## src/rtl/dot_matrix_scanner.sv

```systemverilog
// Row-multiplexed 8x8 LED scanner with a double-buffered frame input and per-row PWM.
// Frames land in a shadow buffer and are promoted to the display buffer only at the row-0 boundary.
module dot_matrix_scanner #(
  parameter int ROW_DWELL    = 6250,
  parameter int BLANK_CYCLES = 16
) (
  input  logic        clk,
  input  logic        rst_n,
  input  logic        enable,
  input  logic [63:0] frame_in,
  input  logic        frame_valid,
  output logic        frame_ready,
  input  logic [2:0]  brightness,
  output logic [7:0]  row,
  output logic [7:0]  col,
  output logic [2:0]  row_idx,
  output logic        frame_done
);
  localparam int DW = $clog2(ROW_DWELL + 1);
  localparam int BW = (BLANK_CYCLES > 1) ? $clog2(BLANK_CYCLES) : 1;

  typedef enum logic [1:0] {IDLE, BLANK, DRIVE} state_t;

  state_t        state, state_n;
  logic [DW-1:0] dwell_cnt, dwell_n, on_time;
  logic [BW-1:0] blank_cnt, blank_n;
  logic [2:0]    idx, idx_n;
  logic [63:0]   display, shadow;
  logic          pending;
  logic          accept, swap, enter_drive, last_drive;

  // Handshake: a frame transfers on any edge where frame_valid and frame_ready are both high.
  assign accept = frame_valid && frame_ready;

  always_comb begin
    state_n     = state;
    blank_n     = blank_cnt;
    dwell_n     = dwell_cnt;
    idx_n       = idx;
    enter_drive = 1'b0;
    last_drive  = 1'b0;
    if (!enable) begin
      state_n = IDLE;
      blank_n = '0;
      dwell_n = '0;
      idx_n   = '0;
    end else begin
      case (state)
        IDLE: begin
          state_n = BLANK;
          blank_n = '0;
          idx_n   = '0;
        end
        BLANK: begin
          if (blank_cnt == BW'(BLANK_CYCLES - 1)) begin
            state_n     = DRIVE;
            dwell_n     = '0;
            enter_drive = 1'b1;
          end else begin
            blank_n = blank_cnt + 1'b1;
          end
        end
        DRIVE: begin
          if (dwell_cnt == DW'(ROW_DWELL - 1)) begin
            state_n    = BLANK;
            blank_n    = '0;
            idx_n      = idx + 3'd1;
            last_drive = (idx == 3'd7);
          end else begin
            dwell_n = dwell_cnt + 1'b1;
          end
        end
        default: state_n = IDLE;
      endcase
    end
  end

  // Promotion happens only at the row-0 boundary (or while parked in IDLE), so a frame never tears.
  assign swap = pending && ((state == IDLE) || last_drive);

  always_ff @(posedge clk) begin
    if (!rst_n) begin
      state       <= IDLE;
      blank_cnt   <= '0;
      dwell_cnt   <= '0;
      idx         <= '0;
      on_time     <= '0;
      display     <= '0;
      shadow      <= '0;
      pending     <= 1'b0;
      frame_ready <= 1'b1;
      row         <= 8'hFF;
      col         <= 8'h00;
      row_idx     <= 3'd0;
      frame_done  <= 1'b0;
    end else begin
      state     <= state_n;
      blank_cnt <= blank_n;
      dwell_cnt <= dwell_n;
      idx       <= idx_n;
      if (enter_drive)
        on_time <= DW'((int'(brightness) + 1) * (ROW_DWELL / 8));
      if (accept) begin
        shadow      <= frame_in;
        pending     <= 1'b1;
        frame_ready <= 1'b0;
      end else if (swap) begin
        display     <= shadow;
        pending     <= 1'b0;
        frame_ready <= 1'b1;
      end
      // Pins follow the scan state one cycle later; dropping enable darkens them immediately.
      row        <= (enable && state == DRIVE) ? 8'(~(8'h01 << idx)) : 8'hFF;
      col        <= (enable && state == DRIVE && dwell_cnt < on_time) ?
                    display[8*(7-idx) +: 8] : 8'h00;
      row_idx    <= enable ? idx : 3'd0;
      frame_done <= last_drive;
    end
  end
endmodule

```

## config.mk

```make
export PLATFORM = sky130hd
export DESIGN_NAME = dot_matrix_scanner
export DESIGN_NICKNAME = d
export VERILOG_FILES = /design/src/rtl/dot_matrix_scanner.sv
export SDC_FILE = /design/constraint.sdc
export NUM_CORES = 1
export LEC_CHECK = 0
export ABC_AREA = 1
export CAP_MARGIN = 25
export CORE_MARGIN = 1
export CORE_UTILIZATION = 40
export DETAILED_ROUTE_END_ITERATION = 16
export MAX_ROUTING_LAYER = met4
export PLACE_DENSITY_LB_ADDON = 0.2
export SLEW_MARGIN = 10
export SYNTH_ARGS = -nofsm -noshare
export SYNTH_HDL_FRONTEND = slang
export SYNTH_SLANG_ARGS = --single-unit
```

## constraint.sdc

```tcl
create_clock -name clk -period 3 [get_ports clk]
set_input_delay 0.3 -clock clk [delete_from_list [all_inputs] [get_ports clk]]
set_output_delay 0.3 -clock clk [all_outputs]
set_load 0.05 [all_outputs]
```

---- Word-level counts from Yosys, hierarchy flattened ----
Cells that the tools add are included.
cells by class
  shift operators ......................... 2
  bitwise gates (word level) .............. 2
  equal/unequal tests ..................... 9
  $add $sub $neg .......................... 5
  multipliers ............................. 1
  reduce and logical (&&, ||, !) cells .... 18
  mux-type cells .......................... 21
  $lt $le $gt $ge ......................... 1
operators with widths
  operator                 number
  $shiftx A64 B33 Y8       1
  $mux W13                 2
  $pmux W13 S2             1
  $add A13 B1 Y13 const B  1
  $eq A13 B13 Y1 const B   1
  $lt A13 B13 Y1           1
  $mul A4 B10 Y13 const B  1
  $pmux W4 S3              1
  $reduce_and A2 Y1        6
  $mux W1                  10
  $mux W4                  2
  $ne A2 B2 Y1 const B     4
  $not A8 Y8               1
  $shl A1 B3 Y8 const A    1
  $pmux W2 S3              1
  $pmux W3 S2              1
  $reduce_and A3 Y1        2
  $reduce_bool A2 Y1       3
  $add A3 B1 Y4 const B    1
  $add A4 B1 Y4 const B    1
  $eq A4 B4 Y1 const B     1
  $logic_and A1 B1 Y1      4
  $mux W2                  2
  $sub A3 B3 Y4 const A    1
  9 further kinds          9
storage, ports and cells
  output and inout bits ................... 21
  register bits after elaboration ......... 185
  word-level logic and storage cells ...... 72

---- Logic depth before layout (Yosys ltp) ----
Gate-level depths: netlist of the first run.
  depth in word-level cells ............... 8
  gate-level depth with buffers ........... 16
  mapped depth without buffers ............ 16

---- Worst setup path before layout of the first run ----
Ideal clock, no wire load.
  path type ............................... input -> register
  from .................................... input port brightness[0]
  to ...................................... register on_time[11]
  stages .................................. 15
  path slack .............................. 359 ps
  path buffers ............................ 0
  arrival ................................. 2524 ps
  cells stage by stage .................... inv_1 -> ha_1 -> inv_1 -> xor2_1 -> inv_1 -> ha_1 -> ha_1 -> inv_1 -> fa_1 -> o21ai_0 -> a31oi_1 -> nand2_1 -> nand2_1 -> nor2_1 -> nor2_1
between the ends
  cells in the longest elaborated chain, start to end .. 2
RTL lines
  item                    RTL line  source
  start: declaration      13        input logic [2:0] brightness,
  $add A3 B1 Y4           102       on_time <= DW'((int'(brightness) + 1) * (ROW_DWELL / 8));
  $mul A4 B10 Y13         102
  end signal: assignment  102
  end: declaration        25        logic [DW-1:0] dwell_cnt, dwell_n, on_time;
No other way between the ends.
A chain may end at the register's enable or synchronous reset.

---- Worst setup path after layout of the first run ----
  from .................................... input port brightness[0]
  to ...................................... register on_time[10]
Same word-level chain as after synthesis.

==> flow_summary.ini, run 1 <==
[outcome]
run_status = completed

[clocking]
clkSinkCount = 185
cts_max_level = 4
cts_buffers = 17
post-cts-setup-buffers = 0
clockRootBuffer = clkbuf_16
clk_pin_slew_ps = 70
cts_tree = built
clk_path_buf_depth = 2
clkLatencyLatePin_ps = 420

[synthesis]
yosys.area_share.simple_pct = 22.3
yosysWarningCount = 0
yosys.area.top_type = dfxtp_1
synth_mux_area_share_pct = 0
async_reset_ff_share_pct = 0
synth_xor_area_share_pct = 0.728
synthAdderAreaFrac_pct = 5.59
syn_nets = 1277
ys_seq_area_share_pct = 44.0
yosys_most_used_dff = dfxtp_1
synth_area_leaders = dfxtp_1 (44%), a21oi_1 (8.3%), nand2_1 (7.3%), inv_1 (7.2%), o21ai_0 (6.8%)
synthDominantCellAreaShare_pct = 44.0
synth_compound_area_share_pct = 15.9
synth_area_um2 = 8420
ys_ff_latch = 185
postSynthCellCount = 1169
synth_cell_types = 34
synth_area_per_cell_um2 = 7.21
synth-edff-count = 0
synth_top_family_by_area = simple AND/OR/NAND/NOR gates

[detailed_routing]
dr_wl_met2_um = 9180
wl_met1_um = 10200
dr_total_vias = 7543
wl_per_cell_um = 13.3
highest-signal-layer = met4
postRouteAntennaNets = 0
post-route-drc-count = 0
routed-wl-met3_um = 709
dr.pass1.iters = 4
wl_um = 20300
drt_iter0_markers = 499
viasPerCell = 4.95

[power_and_ir_drop]
p_leak_nw = 4.20
p_per_area_nw_per_um2 = 545
p_total_mw = 5.56
irDropWorstVdd_mv = 0.359

[global_routing]
grt_pass1_vias = 7024
globalRouteOverflowTotal = 0
grt_pass1_wl_um = 34100
grt_max_degree = 139
antenna_found_initial = 0
grt.total_usage_pct = 20.0

[sta]
fin_crit_ps = 2780
hold_viol_final = 0
max_freq_ghz = 0.360
slew_headroom_pct = 52.3
finClkSkew_ps = 8.45
tightestPinTransition_ps = 716
timing.final.ws_setup_ps = 222
setup_viol_count_final = 0
rsz0062_at_grt = no
period_share_pct = 92.6
finalMaxSlewViolations = 0

[setup_path]
cp_data_required_time_ps = 3330
max_stage_delay_ps = 440
critPathLaunchType = input port
end_kind = register
r2r_slack_ps = 740
cp-endpoint = on_time[10]
r2r_cells = 10
startpoint = brightness[0]
worstReg2RegStart = dwell_cnt[1]
crit_cells = 17
crit_chain = clkdlybuf4s50_1 -> ha_1 -> xnor2_1 -> inv_1 -> ha_1 -> ha_1 -> buf_4 -> ha_1 -> nand3_1 -> nand2_1 -> nand2_1 -> nand2_1 -> inv_1 -> o21ai_0 -> nand3_1 -> nand2_1 -> inv_1
worstSetupPathType = input port to register
cp_data_arrival_time_ps = 3110
worst-path-buf-inv = 5
timing.rr.end = display[31]
crit_family = adder cells
crit_fanout = 3
crit_slowest_cell = clkdlybuf4s50_1

[finish]
diodes = 0
nNetsFinal = 1348
area_growth_pct = 21.1
final_cells = 1523
fillCellCount = 2091
drive_gt1_share_pct = 5.99
final_util_pct = 49.9
final_cell_mix = dfxtp_1 (183), inv_1 (162), nand2_1 (161), a21oi_1 (140), nor2_1 (135)
mostFrequentLayoutCell = dfxtp_1

[min_path]
hold_depth = 4
hold_path_class = input port to register

[floorplanning]
die-area_um2 = 21600
die_h_um = 147
die_w_um = 147
core_area_um2 = 20400
rows = 52
start_util_pct = 41.2
ioPinCount = 92

[place]
portBuffers = 91
hpwl_um = 13600
dp.cells = 1491
dp_slack_ps = -251
gp_congestion = 0.863

[run]
cap_violations = 0
power breakdown:
part	leakage [nW]	internal, mW	total [mW]	switching [mW]
logic	2.40	0.289	0.686	0.398
clock network	0.282	1.26	2.24	0.976
registers	1.51	2.59	2.63	0.0416
registers in the layout, summed over array words and instances, names as in the netlist, 2 cells and up:
signal / count
display: 64
row_idx: 3
shadow: 64
blank_cnt: 4
row: 8
idx: 3
dwell_cnt: 13
col: 8
on_time: 13
state: 2
cells in the mapped netlist (2+ instances only):
master	count
dfxtp_1	185
nand2_1	163
inv_1	162
a21oi_1	140
nor2_1	135
o21ai_0	114
nand3_1	93
clkbuf_1	42
ha_1	36
nand4_1	33
buf_1	12
buf_4	7
nor3_1	7
buf_6	6
xor2_1	5
a31oi_1	4
buf_2	3
clkinv_1	3
inv_2	2
nor2_2	2
xnor2_1	2
layout make-up:
type                            count  area [um^2]  share of cell area [%]
Timing Repair Buffer              122         1170                    11.4
Tap cell                          270          338                    3.31
Sequential cell                   185         3710                    36.3
Clock inverter                     12          138                    1.35
Multi-Input combinational cell    747         3780                    37.0
Inverter                          167          627                    6.15
Clock buffer                       20          447                    4.38
how the worst min path moves through the flow:
stage,startpoint,endpoint,slack (ps)
after floorplan,display[21],display[21],420
after global placement,display[44],display[44],430
after detailed placement,display[27],display[27],440
after CTS,rst_n,state[1],390
after global routing,rst_n,row_idx[0],430
final,rst_n,state[1],420
timing repair:
action / CTS / global route
hold buffers: 0 / 0
endpoints found under the setup margin: 0 / 1
gates resized for setup: 0 / 1
endpoints found under the hold margin: 0 / 0
kinds of logic (layout without fill, tap and decap cells):
logic type / after synthesis / count (layout)
and+or+nand+nor: 439 / 439
DFF: 185 / 185
xor gates and xnor gates: 7 / 7
buffers and inverters: 237 / 321
AOI/OAI and AO/OA: 264 / 264
adders and majority gates: 37 / 37
stage by stage:
step / instance area, um^2 / setup TNS, ps / hold slack [ps]
after floorplan: 8420 / 0 / 421
after global placement: 9600 / -503 / 430
after detailed placement: 9600 / -985 / 435
after CTS: 10200 / 0 / 392
after global routing: 10200 / 0 / 428
final: 10200 / 0 / 418
worst min-delay path, cell delays in order:
cell and delay (ps):
buf_4 100, nand2_1 80, buf_4 220, nor2_1 110
routing by layer:
metal | vias to the layer above | GRT usage (%)
met5 | - | -
li1 | 3925 | -
met1 | 3449 | 26.9
met2 | 155 | 31.0
met4 | 0 | 6.03
met3 | 14 | 3.01
Note: power is estimated with default switching activity, not from simulation.
==> inputs of run 2 (changes only) <==
CORE_UTILIZATION = 57   (was 40)
==> run 2 against run 1 <==
Compared with the run above: hold slack got worse by 74 ps; largest cell class unchanged; clock power barely moved; critical path type unchanged; wire length shrank 7.6%.
==> flow_summary.ini, run 2 (synthesized netlist as in run 1, its figures left out) <==
[outcome]
run_status = completed

[detailed_routing]
dr.pass1.iters = 5
viasPerCell = 5.20
wl_per_cell_um = 13.0
drt_iter0_markers = 573
postRouteAntennaNets = 0
wl_um = 18700
post-route-drc-count = 0
dr_total_vias = 7470

[power_and_ir_drop]
p_per_area_nw_per_um2 = 547
irDropWorstVdd_mv = 0.403
p_leak_nw = 4.19

[sta]
tightestPinTransition_ps = 747
max_freq_ghz = 0.363
finalMaxSlewViolations = 0
setup_viol_count_final = 0
finClkSkew_ps = 7.70
rsz0062_at_grt = no
period_share_pct = 91.8
hold_viol_final = 0
slew_headroom_pct = 50.2
fin_crit_ps = 2750
timing.hold.ws_ps = 344

[finish]
drive_gt1_share_pct = 5.75
diodes = 0
mostFrequentLayoutCell = dfxtp_1
final_cell_mix = dfxtp_1 (184), inv_1 (162), nand2_1 (161), a21oi_1 (140), nor2_1 (135)
final_cells = 1437
largestRegisters = display x64, shadow x64
nNetsFinal = 1348
area_growth_pct = 19.6
regArea_um2 = 3700
multi_input_area_um2 = 3760
fillCellCount = 1283

[setup_path]
cp_data_required_time_ps = 3320
critPathLaunchType = input port
crit_chain = clkdlybuf4s50_1 -> ha_1 -> xnor2_1 -> inv_1 -> buf_4 -> ha_1 -> ha_1 -> ha_1 -> a21oi_1 -> nand2_1 -> nand2_1 -> nand2_1 -> inv_1 -> o21ai_0 -> nand3_1 -> nand2_1 -> inv_1
end_kind = register
crit_slowest_cell = clkdlybuf4s50_1
worst-path-buf-inv = 5
worstSetupPathType = input port to register
max_stage_delay_ps = 450
crit_family = adder cells
crit_fanout = 4
cp_data_arrival_time_ps = 3080

[floorplanning]
start_util_pct = 58.2
ioPinCount = 92
die-area_um2 = 15300
core_area_um2 = 14500
die_h_um = 124
die_w_um = 124
rows = 44

[place]
portBuffers = 91
gp_congestion = 0.844
dp.cells = 1405
hpwl_um = 12700

[global_routing]
top_usage_layer = met2
grt_pass1_wl_um = 31400
grt_pass1_vias = 6701
grt.total_usage_pct = 26.9
globalRouteOverflowTotal = 0
grt_max_degree = 85
use_met1_pct = 34.2
met2_usage_pct = 43.6
grtUsageMet3_pct = 4.52
antenna_found_initial = 0

[clocking]
ctsHoldBuffers = 0
clk_path_buf_depth = 2
clkLatencyLatePin_ps = 420
clk_pin_slew_ps = 60
cts_tree = built
clkSinkCount = 185
cts_max_level = 4
clockRootBuffer = clkbuf_16
cts_buffers = 17

[min_path]
hold_path_class = input port to register

[run]
cap_violations = 0
## run 2: cell count changes in the layout (fill, tap and decap cells not counted), sizes merged
cell / before / now
clkbuf: 20 / 22
clkinvlp: 2 / 3
inv: 169 / 166
## run 2: where the power goes
part           internal (mW)  switching, mW
clock network           1.28          0.931
logic                  0.285          0.385
registers               2.59         0.0429
## run 2: repair_timing
item                                    4_1_cts  5_1_grt
buffers inserted                              0        0
endpoints found under the setup margin        0        1
gates resized for setup                       0        1
## run 2: stage by stage
stage / worst slack, ps / cell area, um^2 / total power, mW / utilization, % / TNS (ps)
2_1_floorplan: 359 / 8420 / 3.12 / - / 0
3_3_place_gp: -196 / 9490 / 3.34 / 65.6 / -608
3_5_place_dp: -263 / 9490 / 3.36 / 65.6 / -922
4_1_cts: 178 / 10100 / 5.55 / 69.6 / 0
5_1_grt: 23.9 / 10100 / 5.77 / 69.6 / 0
6_report: 246 / 10100 / 5.51 / 69.6 / 0
## run 2: area by class of cell
| class | instances | area share, % |
|---|---|---|
| timing repair buffer | 122 | 11.6 |
| clock inverter | 10 | 1.17 |
| inverter | 167 | 6.22 |
| multi-input combinational | 747 | 37.4 |
| tap | 184 | 2.29 |
| clock buffer | 22 | 4.61 |
| sequential | 185 | 36.8 |
## run 2: worst register-to-register path: cells and delay by family, from the launching register on
kind	cells	cell delay, ps
AOI/OAI and AO/OA	1	50
adders and majority gates	1	160
buffers and inverters	2	660
DFF	1	310
and+or+nand+nor	6	910
## run 2: final timing paths
kind	start	to	slack [ps]	depth (start not counted)
max reg2reg	dwell_cnt[0]	display[45]	780	10
min reg2reg	display[62]	display[62]	440	2
max	brightness[0]	on_time[10]	250	17
min	rst_n	row[7]	340	4
## run 2: metal layers
layer	routed length, um	vias to the layer above
li1	-	3923
met1	8760	3338
met2	8750	181
met3	875	28
met4	352	0
met5	0	-
==> inputs of run 3 (changes only) <==
ABC_AREA = not set   (was 1)
CORE_UTILIZATION = 56   (was 57)
==> run 3 against run 2 <==
Compared with the run above: area after synthesis down 5.8%; utilization increased by 0.32 points; count of clock-buffer cells in the layout is 1 lower; clock skew up 1.6 ps; cell area down 4.1%; non-clock buffer count decreased by 5; via count fell by 13%; sequential cell count unchanged; cell count shrank 16%; die area decreased by 4.0%; global-route usage decreased by 1.3 points; largest power group unchanged; sequential share of layout area rose by 1.5 points.
==> flow_summary.ini, run 3 <==
[setup_path]
critPathLaunchType = input port
timing.rr.end = col[3]
r2r_slack_ps = 670
end_kind = register
r2r_cells = 6
cp-endpoint = on_time[7]
cp_data_arrival_time_ps = 3120
worstReg2RegStart = dwell_cnt[8]
cp_data_required_time_ps = 3350
crit_fanout = 4
startpoint = brightness[1]
worstSetupPathType = input port to register

[power_and_ir_drop]
p_switching_mw = 1.23
p_leak_nw = 3.50
p_per_area_nw_per_um2 = 558
swShare_pct = 22.8
irDropWorstVdd_mv = 0.429
p_comb_share_pct = 8.8
seqPwrFrac_pct = 47.6
p_int_mw = 4.16
clkPwrFrac_pct = 43.6

[global_routing]
grt_pass1_vias = 5818
antenna_found_initial = 0
grt.total_usage_pct = 25.7
globalRouteOverflowTotal = 0
grt_max_degree = 129
grt_pass1_wl_um = 28700

[synthesis]
yosysWarningCount = 0
yosys.area.top_type = dfxtp_1
yosys_most_used_dff = dfxtp_1
synth-edff-count = 0
postSynthCellCount = 935
yosysMostFrequentCell = nand2_1
async_reset_ff_share_pct = 0
synth_commonest_cells = nand2_1 (240), dfxtp_1 (185), a21oi_1 (91), nand3_1 (67), o21ai_0 (57)
synth_area_per_cell_um2 = 8.49
synthDominantCellAreaShare_pct = 46.7
synth_area_leaders = dfxtp_1 (47%), nand2_1 (11%), a21oi_1 (5.7%), ha_1 (5.7%), mux4_2 (4.5%)
synth_area_um2 = 7940
synth_cell_types = 49
ys_seq_area_share_pct = 46.7
ys_ff_latch = 185
syn_nets = 1043

[finish]
fin_area_um2 = 9670
final_cell_mix = nand2_1 (239), dfxtp_1 (185), a21oi_1 (91), clkdlybuf4s50_1 (89), nand3_1 (67)
nNetsFinal = 1116
diodes = 0
mostFrequentLayoutCell = nand2_1
drive_gt1_share_pct = 9.61
largestRegisters = display x64, shadow x64
area_growth_pct = 21.8

[detailed_routing]
dr_total_vias = 6514
post-route-drc-count = 0
wl_um = 17500
viasPerCell = 5.43
drt_iter0_markers = 575
wl_per_cell_um = 14.6
dr.pass1.iters = 5
postRouteAntennaNets = 0

[sta]
rsz0062_at_grt = no
tightestPinTransition_ps = 768
setup_viol_count_final = 0
finClkSkew_ps = 9.29
period_share_pct = 92.3
timing.hold.ws_ps = 321
fin_crit_ps = 2770
max_freq_ghz = 0.361
finalMaxSlewViolations = 0
slew_headroom_pct = 48.5
hold_viol_final = 0

[floorplanning]
die-area_um2 = 14700
ioPinCount = 92
die_h_um = 121
rows = 43
core_area_um2 = 13800
start_util_pct = 57.4
die_w_um = 121

[min_path]
hold_path_class = input port to register

[clocking]
clkLatencyLatePin_ps = 430
clk_path_buf_depth = 2
clk_pin_slew_ps = 60
cts_tree = built
clockRootBuffer = clkbuf_16
post-cts-setup-buffers = 0
clkSinkCount = 185
cts_resized = 0
cts_max_level = 4
ctsHoldBuffers = 0
cts_buffers = 17

[place]
place_area_um2 = 9030
gp_congestion = 0.874
hpwl_um = 11600
portBuffers = 91

[outcome]
run_status = completed

[run]
cap_violations = 0
## run 3: cell count changes after synthesis, sizes merged, moves of 6 or more
| cell | delta |
|---|---|
| and3 | +6 |
| nand4 | -30 |
| o2111ai | +9 |
| nand3 | -21 |
| inv | -135 |
| nor2 | -102 |
| xor2 | +9 |
| clkbuf | -9 |
| a21oi | -49 |
| mux4 | +16 |
| o21ai | -36 |
| nand2 | +76 |
## run 3: through the flow
stage	power [mW]	TNS, ps	cells	util (%)	setup WS [ps]
global route	5.58	0	1200	69.9	38.4
floorplan	2.88	0	935	-	335
CTS	5.41	0	1200	69.8	2.64
detailed placement	3.09	-1620	1169	65.3	-428
finish	5.39	0	1200	69.9	231
global placement	3.08	-948	1169	65.3	-273
## run 3: final cells by class
| class | count | area (um^2) |
|---|---|---|
| clock buffer | 21 | 450 |
| clock inverter | 10 | 168 |
| fill | 1128 | 4160 |
| inverter | 30 | 113 |
| multi-input combinational | 657 | 3860 |
| sequential | 185 | 3700 |
| tap | 180 | 225 |
| timing repair buffer | 117 | 1140 |
## run 3: layer usage
layer	vias to the layer above	share of wire, %	track usage (%)
li1	3324	-	-
met1	3002	47	34.9
met2	172	47	39.8
met3	16	4.5	4.79
met4	0	0.92	6.10
met5	-	0	-
## run 3: power groups by stage
stage | Combinational, mW | Sequential [mW] | Clock, mW
final | 0.476 | 2.57 | 2.35
after global routing | 0.532 | 2.57 | 2.48
after CTS | 0.474 | 2.56 | 2.37
after detailed placement | 0.471 | 2.62 | 0
after global placement | 0.464 | 2.62 | 0
after floorplan | 0.274 | 2.61 | 0
## run 3: how the worst min path moves through the flow
stage / from / to / cells after the start
6_report: brightness[0] / on_time[0] / 3
3_3_place_gp: shadow[6] / display[6] / 2
5_1_grt: brightness[0] / on_time[0] / 3
4_1_cts: rst_n / row_idx[1] / 4
2_1_floorplan: brightness[0] / on_time[0] / 1
3_5_place_dp: on_time[9] / on_time[9] / 2
## run 3: cell families (layout without fill, tap and decap cells)
group / count (synthesis) / in the layout / synth area share [%]
XOR/XNOR: 18 / 18 / 1.99
multiplexers: 19 / 19 / 4.93
buffers and inverters: 93 / 178 / 5.01
adder cells (fa/ha/maj): 37 / 37 / 5.93
AO/OA/AOI/OAI: 197 / 197 / 13.9
AND/OR/NAND/NOR: 386 / 386 / 21.5
flip-flops: 185 / 185 / 46.7
## run 3: worst max-delay path, cell delays in order
cell and delay [ps]:
clkdlybuf4s50_1 450, ha_1 230, xor2_2 200, ha_1 330, ha_1 310, inv_1 60
fa_1 430, nand2b_1 170, a21oi_1 170, buf_4 140, xnor2_1 100, nand2_1 70
a21oi_1 140
